### src/rtl/z80_uart_pkg.sv
// Shared types for the UART receive path on the Z80 bus: bus structs,
// status-byte bit positions and the data-read state encoding.
package z80_uart_pkg;

    // Bus bundles as seen by a Z80 peripheral.
    typedef struct packed {
        logic       rdn;
        logic       wrn;
        logic [7:0] dmaster;
    } Z80MasterBus;

    typedef struct packed {
        logic [7:0] dslave;
        logic       mwait;
    } Z80SlaveBus;

    // Status byte bit positions.
    localparam int STAT_RDY  = 0;
    localparam int STAT_FULL = 1;
    localparam int STAT_OVR  = 2;

    // Data-port read sequencer.
    typedef enum logic [1:0] {
        IDLE = 2'd0,
        WAIT = 2'd1,
        HOLD = 2'd2
    } rd_state_t;

endpackage

### src/rtl/uart_rx_fifo_sync_fifo.sv
// Single-clock FIFO holding received bytes; DEPTH must be a power of two
// so the pointers wrap naturally. A pop frees a slot in the same cycle,
// so a push while full is accepted when it coincides with a pop.
module sync_fifo #(
    parameter int WIDTH = 8,
    parameter int DEPTH = 16
) (
    input  logic                     clk,
    input  logic                     rst_n,
    input  logic                     push,
    input  logic                     pop,
    input  logic [WIDTH-1:0]         din,
    output logic [WIDTH-1:0]         dout,
    output logic                     full,
    output logic                     empty,
    output logic [$clog2(DEPTH):0]   count
);
    localparam int AW = $clog2(DEPTH);

    logic [WIDTH-1:0] mem [DEPTH];
    logic [AW-1:0]    wr_ptr;
    logic [AW-1:0]    rd_ptr;
    logic             do_push;
    logic             do_pop;

    assign full    = (count == (AW+1)'(DEPTH));
    assign empty   = (count == '0);
    assign do_pop  = pop && !empty;
    assign do_push = push && (!full || do_pop);
    assign dout    = mem[rd_ptr];

    // Storage write; contents need no reset since count guards every read.
    always_ff @(posedge clk) begin
        if (do_push) mem[wr_ptr] <= din;
    end

    // Pointer and occupancy tracking.
    always_ff @(posedge clk or negedge rst_n) begin
        if (!rst_n) begin
            wr_ptr <= '0;
            rd_ptr <= '0;
            count  <= '0;
        end else begin
            if (do_push) wr_ptr <= wr_ptr + 1'b1;
            if (do_pop)  rd_ptr <= rd_ptr + 1'b1;
            if (do_push && !do_pop)      count <= count + 1'b1;
            else if (do_pop && !do_push) count <= count - 1'b1;
        end
    end

endmodule

### src/rtl/uart_rx_fifo.sv
// UART receive buffer on the Z80 bus. Bytes from the receiver are queued in
// a FIFO; data-port reads stall with mwait until a byte is available and pop
// exactly one byte per bus cycle. The status port returns ready/full/overrun.
// Optional feature macro: UART_RX_FIFO_OVERRUN_EN (sticky overrun flag,
// cleared by the end of a status read).
module uart_rx_fifo
    import z80_uart_pkg::*;
#(
    parameter int DEPTH = 16
) (
    input  logic                    clk,
    input  logic                    rst_n,
    input  logic                    ena,
    input  logic                    ena_stat,
    input  Z80MasterBus             ibus,
    output Z80SlaveBus              obus,
    input  logic                    rx_dv,
    input  logic [7:0]              rx_byte,
    output logic                    rx_ready,
    output logic [$clog2(DEPTH):0]  count
);
    rd_state_t  state;
    logic [7:0] data_q;
    logic [7:0] fifo_dout;
    logic       fifo_full;
    logic       fifo_empty;
    logic       pop;
    logic       overrun;
    logic [7:0] status;
    logic       unused_bus;

    // Write data is never consumed by this read-only peripheral.
    assign unused_bus = ^ibus.dmaster;

    // Pop only from WAIT, so a byte pushed this cycle is seen one edge later.
    assign pop = (state == WAIT) && !fifo_empty;

    sync_fifo #(.WIDTH(8), .DEPTH(DEPTH)) u_fifo (
        .clk   (clk),
        .rst_n (rst_n),
        .push  (rx_dv),
        .pop   (pop),
        .din   (rx_byte),
        .dout  (fifo_dout),
        .full  (fifo_full),
        .empty (fifo_empty),
        .count (count)
    );

    assign rx_ready = !fifo_empty;

    // Data-port read sequencer: one pop per bus read, hold until cycle ends.
    always_ff @(posedge clk or negedge rst_n) begin
        if (!rst_n) begin
            state  <= IDLE;
            data_q <= 8'h00;
        end else begin
            case (state)
                IDLE: if (ena && !ibus.rdn) state <= WAIT;
                WAIT: if (!fifo_empty) begin
                    data_q <= fifo_dout;
                    state  <= HOLD;
                end
                HOLD: if (!ena || ibus.rdn) state <= IDLE;
                default: state <= IDLE;
            endcase
        end
    end

`ifdef UART_RX_FIFO_OVERRUN_EN
    logic stat_rd;
    logic stat_rd_q;
    logic drop;

    // ena has priority, so a doubly-decoded cycle is not a status read.
    assign stat_rd = ena_stat && !ena && !ibus.rdn;
    assign drop    = rx_dv && fifo_full && !pop;

    // Sticky overrun: set by a dropped byte, cleared as a status read ends.
    always_ff @(posedge clk or negedge rst_n) begin
        if (!rst_n) begin
            overrun   <= 1'b0;
            stat_rd_q <= 1'b0;
        end else begin
            stat_rd_q <= stat_rd;
            if (drop)                       overrun <= 1'b1;
            else if (stat_rd_q && !stat_rd) overrun <= 1'b0;
        end
    end
`else
    assign overrun = 1'b0;
`endif

    // Status byte assembly.
    always_comb begin
        status            = 8'h00;
        status[STAT_RDY]  = !fifo_empty;
        status[STAT_FULL] = fifo_full;
        status[STAT_OVR]  = overrun;
    end

    assign obus.dslave = (ena_stat && !ena) ? status : data_q;
    // Reset releases the bus at once even if a read is still being driven.
    assign obus.mwait  = ~(rst_n && ena && !ibus.rdn && (state != HOLD));

endmodule

### config.mk
export PLATFORM = sky130hd
export DESIGN_NAME = uart_rx_fifo
export DESIGN_NICKNAME = d
export VERILOG_FILES = /design/src/rtl/z80_uart_pkg.sv /design/src/rtl/uart_rx_fifo_sync_fifo.sv /design/src/rtl/uart_rx_fifo.sv
export SDC_FILE = /design/constraint.sdc
export NUM_CORES = 1
export LEC_CHECK = 0
export ABC_CLOCK_PERIOD_IN_PS = 2820
export CAP_MARGIN = 40
export CORE_MARGIN = 3
export CORE_UTILIZATION = 53
export DETAILED_ROUTE_END_ITERATION = 7
export PLACE_DENSITY = 0.75
export SLEW_MARGIN = 20
export SYNTH_ARGS = -nofsm -noshare
export SYNTH_HDL_FRONTEND = slang
export SYNTH_SLANG_ARGS = --single-unit
### constraint.sdc
create_clock -name clk -period 2.82 [get_ports clk]
set_clock_uncertainty 0.15 [all_clocks]
set_input_delay 0.846 -clock clk [delete_from_list [all_inputs] [get_ports clk]]
set_output_delay 0.846 -clock clk [all_outputs]
set_load 0.03 [all_outputs]
After elaboration in Yosys (flattened, before gate mapping)

Memories as Yosys holds them, arrays and structs flattened. A register that Yosys moved wholly into a read port is not among the register bits.
Index checks and enable logic that the tools add are counted.

Add/sub/neg operators: 4
Eq/ne operators: 7
Mux-type cells: 9
Bitwise gates (word level): 2
Reductions and logical operators: 24

Operators with widths:

| kind                                                                  | count |
|---|---|
| 1-bit logical AND                                                     | 10 |
| 5-bit two-way mux                                                     | 2 |
| 4-bit by 1-bit adder with 4-bit output, second input constant         | 2 |
| 8-bit two-way mux                                                     | 1 |
| 2-bit inequality test, second input constant                          | 4 |
| 1-bit zero test                                                       | 7 |
| 2-bit two-way mux                                                     | 3 |
| 2-bit one-hot mux with 3 select lines                                 | 1 |
| 5-bit by 1-bit adder with 5-bit output, second input constant         | 1 |
| 5-bit equality test, second input constant                            | 1 |
| 5-bit zero test                                                       | 1 |
| 5-bit by 1-bit subtractor with 5-bit output, second input constant    | 1 |
| 3-bit AND reduction                                                   | 1 |
| 2-bit by 1-bit equality test with 1-bit output, second input constant | 1 |
| 2-bit equality test, second input constant                            | 1 |
| 2-bit zero test                                                       | 1 |
| 1-bit logical OR                                                      | 2 |
| 1-bit two-way mux                                                     | 2 |
| 1-bit inverter                                                        | 2 |
| 2-bit AND reduction                                                   | 1 |
| 2-bit nonzero test                                                    | 1 |

Bits in registers: 15
RAM bits: 128
Input bits: 23
Word-level logic and storage cells: 51
Memories kept: 1

Memories:

| name       | depth | width | rd ports | clocked after memory_dff | write ports | line                         | text |
|---|---|---|---|---|---|---|---|
| u_fifo.mem | 16    | 8     | 1        | 1                        | 1           | uart_rx_fifo_sync_fifo.sv:20 | `logic [WIDTH-1:0] mem [DEPTH];` |

Logic depth before layout (Yosys ltp)

Gate-level depths: netlist of the first run.

Depth after elaboration: 10
Depth in mapped cells: 13

Hierarchy

From an unflattened synthesis of the first run, not the netlist that was laid out.

Cells, all modules: 356
Area total of the unflattened synthesis: 6,247.2 µm²

By module, submodules not included:

| module       | instances | cells an instance | area each (µm²) |
|---|---|---|---|
| sync_fifo    | 1         | 319               | 5,736.8 |
| uart_rx_fifo | 1         | 37                | 510.5 |

Least setup slack after synthesis of the first run

OpenSTA, ideal clock, no wires.

Path type: register to register
From: register u_fifo.count[1]
To: register u_fifo.count[4]
Setup time: 0.134 ns
Data arrival time: 2.652 ns
Data required time: 2.536 ns
Setup slack: -0.117 ns
Cell stages (with the launch flop): 14
Path buffers: 1
Path through: dfrtp_1 -> nor4_2 -> and2b_1 -> inv_2 -> and2_4 -> inv_2 -> buf_4 -> ha_1 -> inv_1 -> ha_1 -> a21o_1 -> a21oi_1 -> mux2i_1 -> xnor2_1

Cells in the longest elaborated chain, start to end: 9
Elaborated cells on any way between the ends: 17

RTL lines:

| what                                | line                         | text |
|---|---|---|
| from (decl)                         | uart_rx_fifo_sync_fifo.sv:16 | `output logic [$clog2(DEPTH):0] count` |
| from (signal assigned)              | uart_rx_fifo_sync_fifo.sv:46 | `if (do_push && !do_pop) count <= count + 1'b1;` |
| from (signal assigned)              | uart_rx_fifo_sync_fifo.sv:47 | `else if (do_pop && !do_push) count <= count - 1'b1;` |
| 5-bit zero test (*)                 | uart_rx_fifo_sync_fifo.sv:27 | `assign empty = (count == '0);` |
| 1-bit zero test (*)                 | --                           |  |
| via rx_ready                        | uart_rx_fifo.sv:19           | `output logic rx_ready,` |
| 1-bit logical AND                   | uart_rx_fifo.sv:36           | `assign pop = (state == WAIT) && !fifo_empty;` |
| 1-bit logical AND (*)               | uart_rx_fifo_sync_fifo.sv:28 | `assign do_pop = pop && !empty;` |
| 1-bit logical OR                    | uart_rx_fifo_sync_fifo.sv:29 | `assign do_push = push && (!full \|\| do_pop);` |
| 1-bit logical AND                   | uart_rx_fifo_sync_fifo.sv:29 |  |
| 1-bit zero test                     | uart_rx_fifo_sync_fifo.sv:47 |  |
| 1-bit logical AND                   | uart_rx_fifo_sync_fifo.sv:47 |  |
| 2-bit nonzero test (no source line) | --                           |  |

Mark *: on every way through the listed nets, which the timed path passes. The rest lies on a longest branch. The select of a mux whose other input is x is not followed.
A chain may end at the register's enable or synchronous reset.

Final worst setup path of the first run

From: register u_fifo.count[3]
To: register u_fifo.count[4]

Cells in the longest elaborated chain, start to end: 9
Elaborated cells on any way between the ends: 17

RTL lines:

| what |
|---|
| parallel branches: the longest is 9 deep, another holds 5-bit by 1-bit subtractor with 5-bit output |

Several ways; the timed one is not identified. The select of a mux whose other input is x is not followed.

==> results.md, run 1 <==
* Post-route setup slack at 160 ps
* Worst Path Required at 3010 ps
* Outcome: completed
* Global-route wire length before repair at 18800 um
* Hold WC Path Type: flip-flop to flip-flop
* Unrepaired setup endpoints after global routing: false
* Pre-CTS setup slack at -121 ps
* Levels on crit path at 12
* Antenna cell count at 0
* Final hold vios at 0
* Share of the clock period used by the worst path after layout at 94.3%
* Count of non-filler cells in the finished layout at 547
* Top-Level Pins at 38
* Minimum setup slack among reg-to-reg paths at 160 ps
* Vias per Instance at 5.78
* Sequential fraction of the synthesis area at 70.8%
* Proportion of synthesized flip-flops having asynchronous set or reset at 15.2%
* Pre-Repair DR Iteration Count at 4
* Highest-count cells in the layout ignoring fill and taps: 128 x sky130_fd_sc_hd__edfxtp_1, 26 x sky130_fd_sc_hd__buf_4, 24 x sky130_fd_sc_hd__nand2_1
* Number of routed nets with antenna violations at 0
* Cell row count at 38
* Number of DRC markers in iteration 0 at 236
* Remaining max-slew budget at the tightest pin at 51.8%
* Total instance count after detailed placement at 514
* Top achievable clock speed at 376 MHz
* Total gr overflow at 0
* Period minus WS final at 2660 ps
* Die outline area at 13100 um2
* Cell Area, Synth at 6240 um2
* Total of warnings raised by yosys at 0
* Clock slew seen by the registers of the worst setup and hold paths at 60 ps
* TritonCTS clock tree: yes
* Port bufs at 28
* Startpoint types: flip-flop
* Floorplan die width at 115 um
* Max-capacitance violation count at 0
* Setup Fix Bufs, Post-CTS at 0
* Area growth from synthesis to layout at 21.8%
* Vertical die dimension at 115 um
* Actual slew at the worst max-slew pin at 720 ps
* Vias after detailed routing at 3164
* Hold_sp: state[1]$_DFFE_PN0P_
* Worst vdd ir at 0.608 mV
* Flops & latches, synth at 151
* CP top delay family: simple AND/OR/NAND/NOR gates
* Mean area per synthesized cell at 18.7 um2
* Root Buffer: sky130_fd_sc_hd__clkbuf_16
* Layout cells sized above 1 at 25.3%
* Number of global-route vias before repair at 3381
* Capture point of the worst reg-to-reg path: u_fifo.count[4]$_DFFE_PN0P_
* Master of the slowest instance on the critical path: sky130_fd_sc_hd__dfrtp_2
* Cell types occupying the most area after synthesis: sky130_fd_sc_hd__edfxtp_1 62%, sky130_fd_sc_hd__dfrtp_1 9.2%, sky130_fd_sc_hd__mux4_2 6.9%, sky130_fd_sc_hd__mux4_1 5.5%, sky130_fd_sc_hd__mux2i_1 2.7%
* Syn nets at 367
* Cell seen most often among critical-path stages: sky130_fd_sc_hd__inv_2
* Initial antenna violation count at 0
* Distinct cell type count of the synthesized netlist at 37
* Standby leakage power at 2.71 nW
* Setup violators final at 0
* Average routed wire per standard cell at 22.1 um
* Worst-skew pair later-pin latency at 410 ps
* Area share of the largest cell type after synthesis at 61.6%
* Worst-path cell chain: nor4_4, and2b_2, inv_2, and2_4, inv_2, ha_4, inv_1, ha_1, a21o_1, a21oi_2, mux2i_1, xnor2_1
* Cell count after synthesis at 333
* Critical path capture point type: flip-flop
* Flip-flop cell with the highest count after synthesis: sky130_fd_sc_hd__edfxtp_1
* Maximum number of pins on one net before global-route repair at 35
* Sink of the worst hold path: state[0]$_DFFE_PN0P_
* FF-to-FF Start: u_fifo.count[3]$_DFFE_PN0P_
* Worst Path Class, Setup: flip-flop to flip-flop
* Level count of the clock H-tree at 4
* HPWL after DPL at 7310 um
* Max stage delay on crit path at 440 ps
* Total global-route track usage at 20.1%
* Pins over their slew limit at 0
* Hold_ws at 312 ps
* Post-synth EDFFs at 128
* Core area at 11200 um2
* Top cell type by total area after synthesis: sky130_fd_sc_hd__edfxtp_1
* Depth of the worst register-to-register path at 12
* Number of hold-repair buffers added at the cts stage at 0
* Total clock buffers created by CTS at 17
* Final setup TNS at 0 ps
* Arrival time worst endpoint at 2850 ps
* Number of clock sinks seen by CTS at 151
* Maximum fanout along the worst path at 6
* Overall power of the completed layout at 0.00770 W
* Final net count at 428
* Worst hold path stage count at 1
* Total wire length at 12100 um
* Final weighted congestion in routability-driven placement at 0.818
* CP bufs+invs at 3
* Number of DRC violations after detailed routing at 0
* Filler Cell Count at 702
* Starting Density at 55.9%
* Most frequent standard cell in the layout excluding fill and tap cells: sky130_fd_sc_hd__edfxtp_1
* Max Root-Sink Buffers at 2
* Ratio of total power to cell area at 1010 nW/um2
==> repair_timing <==
item / CTS / global route
pin swaps: 0 / 0
cloned: 0 / 1
hold endpoints to repair: 0 / 0
setup endpoints to repair: 9 / 9
resized for setup: 3 / 9
==> layout make-up <==
cell class	instances	area [um2]	share of cell area, %
inverters	12	45.0	0.592
multi-input cells	156	1700	22.4
well taps	140	175	2.30
flip-flops and latches	151	4430	58.2
clock inverters	12	200	2.63
clock buffers	20	447	5.88
repair buffers	56	606	7.97
==> sequential cells by signal (all words and copies together), names as in the netlist <==
register / flops
data_q: 8
state: 2
u_fifo.count: 5
u_fifo.mem: 128
u_fifo.rd_ptr: 4
u_fifo.wr_ptr: 4
==> cells in the mapped netlist, types with 2 or more instances <==
cell and instances:
sky130_fd_sc_hd__edfxtp_1 128, sky130_fd_sc_hd__nand2_1 24, sky130_fd_sc_hd__dfrtp_1 23, sky130_fd_sc_hd__mux4_2 19, sky130_fd_sc_hd__and2_1 18, sky130_fd_sc_hd__mux2i_1 17, sky130_fd_sc_hd__mux4_1 13, sky130_fd_sc_hd__ha_1 10
sky130_fd_sc_hd__inv_1 10, sky130_fd_sc_hd__nor2_1 8, sky130_fd_sc_hd__o221ai_1 8, sky130_fd_sc_hd__xnor2_1 8, sky130_fd_sc_hd__o21ai_0 7, sky130_fd_sc_hd__buf_2 5, sky130_fd_sc_hd__nand2b_1 4, sky130_fd_sc_hd__a21oi_1 3
sky130_fd_sc_hd__buf_6 3, sky130_fd_sc_hd__clkbuf_1 3, sky130_fd_sc_hd__buf_4 2, sky130_fd_sc_hd__inv_2 2, sky130_fd_sc_hd__nand4_1 2
==> stage by stage <==
stage,instance area (um2),util [%]
2_1_floorplan,6260,-
3_3_place_gp,6920,62.0
3_5_place_dp,6920,62.0
4_1_cts,7580,67.8
5_1_grt,7600,68.0
6_report,7600,68.0
==> cells by family after synthesis <==
group	Yosys count	synth area share (%)
flops	151	70.8
xor+xnor	9	1.26
fa+ha+maj	11	2.33
mux	49	15.1
compound gates	20	2.17
simple gates	66	5.73
buf+inv	27	2.65
==> metal layers <==
metal  up-vias  track usage (%)  routed length [um]
met1      1614             26.4                5050
li1       1429                -                   -
met4         0             9.74                 281
met2       102             30.7                5990
met3        19             6.29                 749
met5         -                0                   0
==> report_power, final <==
part / total, W / switching (W) / leakage (nW) / internal, W
clock network: 0.00243 / 0.000839 / 0.306 / 0.00159
registers: 0.00301 / 0.000218 / 1.44 / 0.00279
logic: 0.00227 / 0.00119 / 0.969 / 0.00108
total: 0.00770 / 0.00225 / 2.71 / 0.00546
==> worst max path at each step <==
| stage | endpoint | startpoint |
|---|---|---|
| 2_1_floorplan | obus[1] | ena |
| 6_report | u_fifo.count[4]$_DFFE_PN0P_ | u_fifo.count[3]$_DFFE_PN0P_ |
| 3_3_place_gp | u_fifo.count[4]$_DFFE_PN0P_ | rx_dv |
| 3_5_place_dp | u_fifo.count[4]$_DFFE_PN0P_ | rx_dv |
| 4_1_cts | rx_ready | u_fifo.count[3]$_DFFE_PN0P_ |
| 5_1_grt | u_fifo.count[4]$_DFFE_PN0P_ | u_fifo.count[3]$_DFFE_PN0P_ |
==> worst register-to-register path: cells and delay by family (launching register included) <==
kind	cells	cell delay, ps
multiplexers	1	250
XOR/XNOR	1	140
buffers and inverters	3	190
adder cells (fa/ha/maj)	2	450
AO/OA/AOI/OAI	2	320
flip-flops	1	440
AND/OR/NAND/NOR	3	680
No activity file was read; power rests on OpenSTA's default activity.
==> inputs of run 2 (changes only) <==
Settings changed: PLACE_DENSITY 0.75 to unset, PLACE_DENSITY_LB_ADDON set to 0.3.
==> run 2 against run 1 <==
Critical path depth unchanged. First-iteration DRC count down 22%. Sequential share of layout area rose by 0.28 points. Cell count is 2.7% higher. Register-to-register slack about the same. Core utilization is 0.32 points lower. Clock-buffer cell count is 2 lower. Global-route usage fell by 0.51 points. Final area decreased by 0.48%. Wire length is 4.0% lower. Critical endpoint unchanged.
==> results.md, run 2 (synthesized netlist as in run 1, its figures left out) <==
* Outcome: completed (unchanged)
* Post-route setup slack at 154 ps (was 160 ps)
* Number of DRC violations after detailed routing at 0 (unchanged)
* Highest-count cells in the layout ignoring fill and taps: 128 x sky130_fd_sc_hd__edfxtp_1, 46 x sky130_fd_sc_hd__buf_4, 24 x sky130_fd_sc_hd__nand2_1 (was 128 x sky130_fd_sc_hd__edfxtp_1, 26 x sky130_fd_sc_hd__buf_4, 24 x sky130_fd_sc_hd__nand2_1)
* CP bufs+invs at 3 (unchanged)
* Post-layout utilization of the core at 67.7% (was 68.0%)
* Vias per Instance at 5.73 (was 5.78)
* Depth of the worst register-to-register path at 12 (unchanged)
* Capture point of the worst reg-to-reg path: u_fifo.count[4]$_DFFE_PN0P_ (unchanged)
* Area growth from synthesis to layout at 21.2% (was 21.8%)
* Largest registers ranked by flip-flop count: u_fifo.mem: 128 flops, data_q: 8 flops, u_fifo.count: 5 flops (unchanged)
* Number of clock sinks seen by CTS at 151 (unchanged)
* Layout cells sized above 1 at 28.4% (was 25.3%)
* HPWL after DPL at 7660 um (was 7310 um)
* Pins over their slew limit at 0 (unchanged)
* Period minus WS final at 2670 ps (was 2660 ps)
* Count of non-filler cells in the finished layout at 562 (was 547)
* Worst vdd ir at 0.728 mV (was 0.608 mV)
* Total global-route track usage at 19.6% (was 20.1%)
* Final net count at 443 (was 428)
* Maximum fanout along the worst path at 6 (unchanged)
* Minimum setup slack among reg-to-reg paths at 150 ps (was 160 ps)
* CP top delay family: simple AND/OR/NAND/NOR gates (unchanged)
* Share of the clock period used by the worst path after layout at 94.5% (was 94.3%)
* Top achievable clock speed at 375 MHz (was 376 MHz)
* Startpoint types: flip-flop (unchanged)
* Worst hold path stage count at 1 (unchanged)
* Total instance count after detailed placement at 526 (was 514)
* Final std cell area, no fill at 7570 um2 (was 7600 um2)
* Port bufs at 28 (unchanged)
* Cell row count at 38 (unchanged)
* Number of global-route vias before repair at 3407 (was 3381)
* Max stage delay on crit path at 430 ps (was 440 ps)
* Total clock buffers created by CTS at 17 (unchanged)
* Starting Density at 55.9% (unchanged)
* Total gr overflow at 0 (unchanged)
* Setup violators final at 0 (unchanged)
* Pre-Repair DR Iteration Count at 4 (unchanged)
* Ratio of total power to cell area at 991 nW/um2 (was 1010 nW/um2)
* Sink of the worst hold path: state[0]$_DFFE_PN0P_ (unchanged)
* Hold_sp: state[1]$_DFFE_PN0P_ (unchanged)
* Max-capacitance violation count at 0 (unchanged)
* Hold WC Path Type: flip-flop to flip-flop (unchanged)
* Clock slew seen by the registers of the worst setup and hold paths at 60 ps (about the same)
* Critical path capture point type: flip-flop (unchanged)
* Reg with most FFs: u_fifo.mem (unchanged)
* Initial antenna violation count at 0 (unchanged)
* Actual slew at the worst max-slew pin at 565 ps (was 720 ps)
* Number of hold-repair buffers added at the cts stage at 0 (unchanged)
* Worst-path cell chain: nor4_4, and2b_2, inv_2, and2_4, inv_2, ha_4, inv_1, ha_1, a21o_1, a21oi_2, mux2i_1, xnor2_1 (unchanged)
* Max FFs per register at 128 (unchanged)
* Instance area after placement at 6910 um2 (was 6920 um2)
* Max Root-Sink Buffers at 2 (unchanged)
* Floorplan die width at 115 um (unchanged)
* TritonCTS clock tree: yes (unchanged)
* Global-route wire length before repair at 18300 um (was 18800 um)
* Number of DRC markers in iteration 0 at 184 (was 236)
* Antenna cell count at 0 (unchanged)
* Level count of the clock H-tree at 4 (unchanged)
* Worst Path Required at 3010 ps (about the same)
* Unrepaired setup endpoints after global routing: false (unchanged)
* Average routed wire per standard cell at 20.6 um (was 22.1 um)
* Number of routed nets with antenna violations at 0 (unchanged)
* Pre-CTS setup slack at -241 ps (was -121 ps)
* Total wire length at 11600 um (was 12100 um)
* Overall power of the completed layout at 0.00749 W (was 0.00770 W)
* Core area at 11200 um2 (unchanged)
* Top-Level Pins at 38 (unchanged)
* Final weighted congestion in routability-driven placement at 0.791 (was 0.818)
* Arrival time worst endpoint at 2860 ps (was 2850 ps)
* Remaining max-slew budget at the tightest pin at 62.2% (was 51.8%)
* Maximum number of pins on one net before global-route repair at 36 (was 35)
* Die outline area at 13100 um2 (unchanged)
* Most frequent standard cell in the layout excluding fill and tap cells: sky130_fd_sc_hd__edfxtp_1 (unchanged)
* Vertical die dimension at 115 um (unchanged)
* Master of the slowest instance on the critical path: sky130_fd_sc_hd__dfrtp_2 (unchanged)
* FF-to-FF Start: u_fifo.count[1]$_DFFE_PN0P_ (was u_fifo.count[3]$_DFFE_PN0P_)
* Worst Path Class, Setup: flip-flop to flip-flop (unchanged)
* Vias after detailed routing at 3223 (was 3164)
* Cell seen most often among critical-path stages: sky130_fd_sc_hd__inv_2 (unchanged)
* Worst-skew pair later-pin latency at 420 ps (was 410 ps)
* Final hold vios at 0 (unchanged)
* Root Buffer: sky130_fd_sc_hd__clkbuf_16 (unchanged)
* Standby leakage power at 2.74 nW (was 2.71 nW)
==> run 2: report_power, final <==
| group | internal (W) | switching (W) |
|---|---|---|
| logic | 0.00112 | 0.00117 |
| registers | 0.00279 | 0.000181 |
| clock network | 0.00138 | 0.000855 |
| total | 0.00529 | 0.00221 |
==> run 2: routing by layer <==
metal	GRT usage (%)	vias up	wire [um]
met2	31.7	82	5860
met1	24.6	1656	4840
li1	-	1461	-
met4	9.03	0	277
met3	5.60	24	607
met5	0	-	0
==> run 2: worst max-delay path by stage <==
stage,start,to,slack [ps],depth (start not counted)
after CTS,u_fifo.count[0]$_DFFE_PN0P_,rx_ready,10,4
final,u_fifo.count[1]$_DFFE_PN0P_,u_fifo.count[4]$_DFFE_PN0P_,150,12
after global placement,ena,obus[3],-210,4
after detailed placement,ena,obus[3],-240,4
after floorplan,ena,obus[1],-8,3
after global routing,u_fifo.count[1]$_DFFE_PN0P_,u_fifo.count[4]$_DFFE_PN0P_,10,12
==> run 2: area by class of cell <==
class                      instances  area, um2
clock buffer                      18        429
inverter                          12       45.0
clock inverter                    14        158
multi-input combinational        156       1710
sequential                       151       4430
timing repair buffer              71        622
fill                             754       3610
tap                              140        175
==> run 2: timing repair <==
item,in CTS,in global routing
cloned,1,0
gates resized for setup,14,3
endpoints found under the setup margin,9,2
setup buffers,0,3
endpoints found under the hold margin,0,0
pin swaps,0,1
==> run 2: worst register-to-register path, cell delays in order (launching register included) <==
cell and delay, ps:
sky130_fd_sc_hd__dfrtp_2 430, sky130_fd_sc_hd__nor4_4 300, sky130_fd_sc_hd__and2b_2 220, sky130_fd_sc_hd__inv_2 40
sky130_fd_sc_hd__and2_4 160, sky130_fd_sc_hd__inv_2 80, sky130_fd_sc_hd__ha_4 140, sky130_fd_sc_hd__inv_1 70
sky130_fd_sc_hd__ha_1 300, sky130_fd_sc_hd__a21o_1 170, sky130_fd_sc_hd__a21oi_2 160, sky130_fd_sc_hd__mux2i_1 230
sky130_fd_sc_hd__xnor2_1 130
==> run 2: through the flow <==
| stage | hold slack, ps | setup TNS [ps] |
|---|---|---|
| floorplan | 276 | -15.1 |
| global placement | 297 | -1530 |
| detailed placement | 300 | -1800 |
| CTS | 305 | 0 |
| global route | 321 | 0 |
| finish | 304 | 0 |
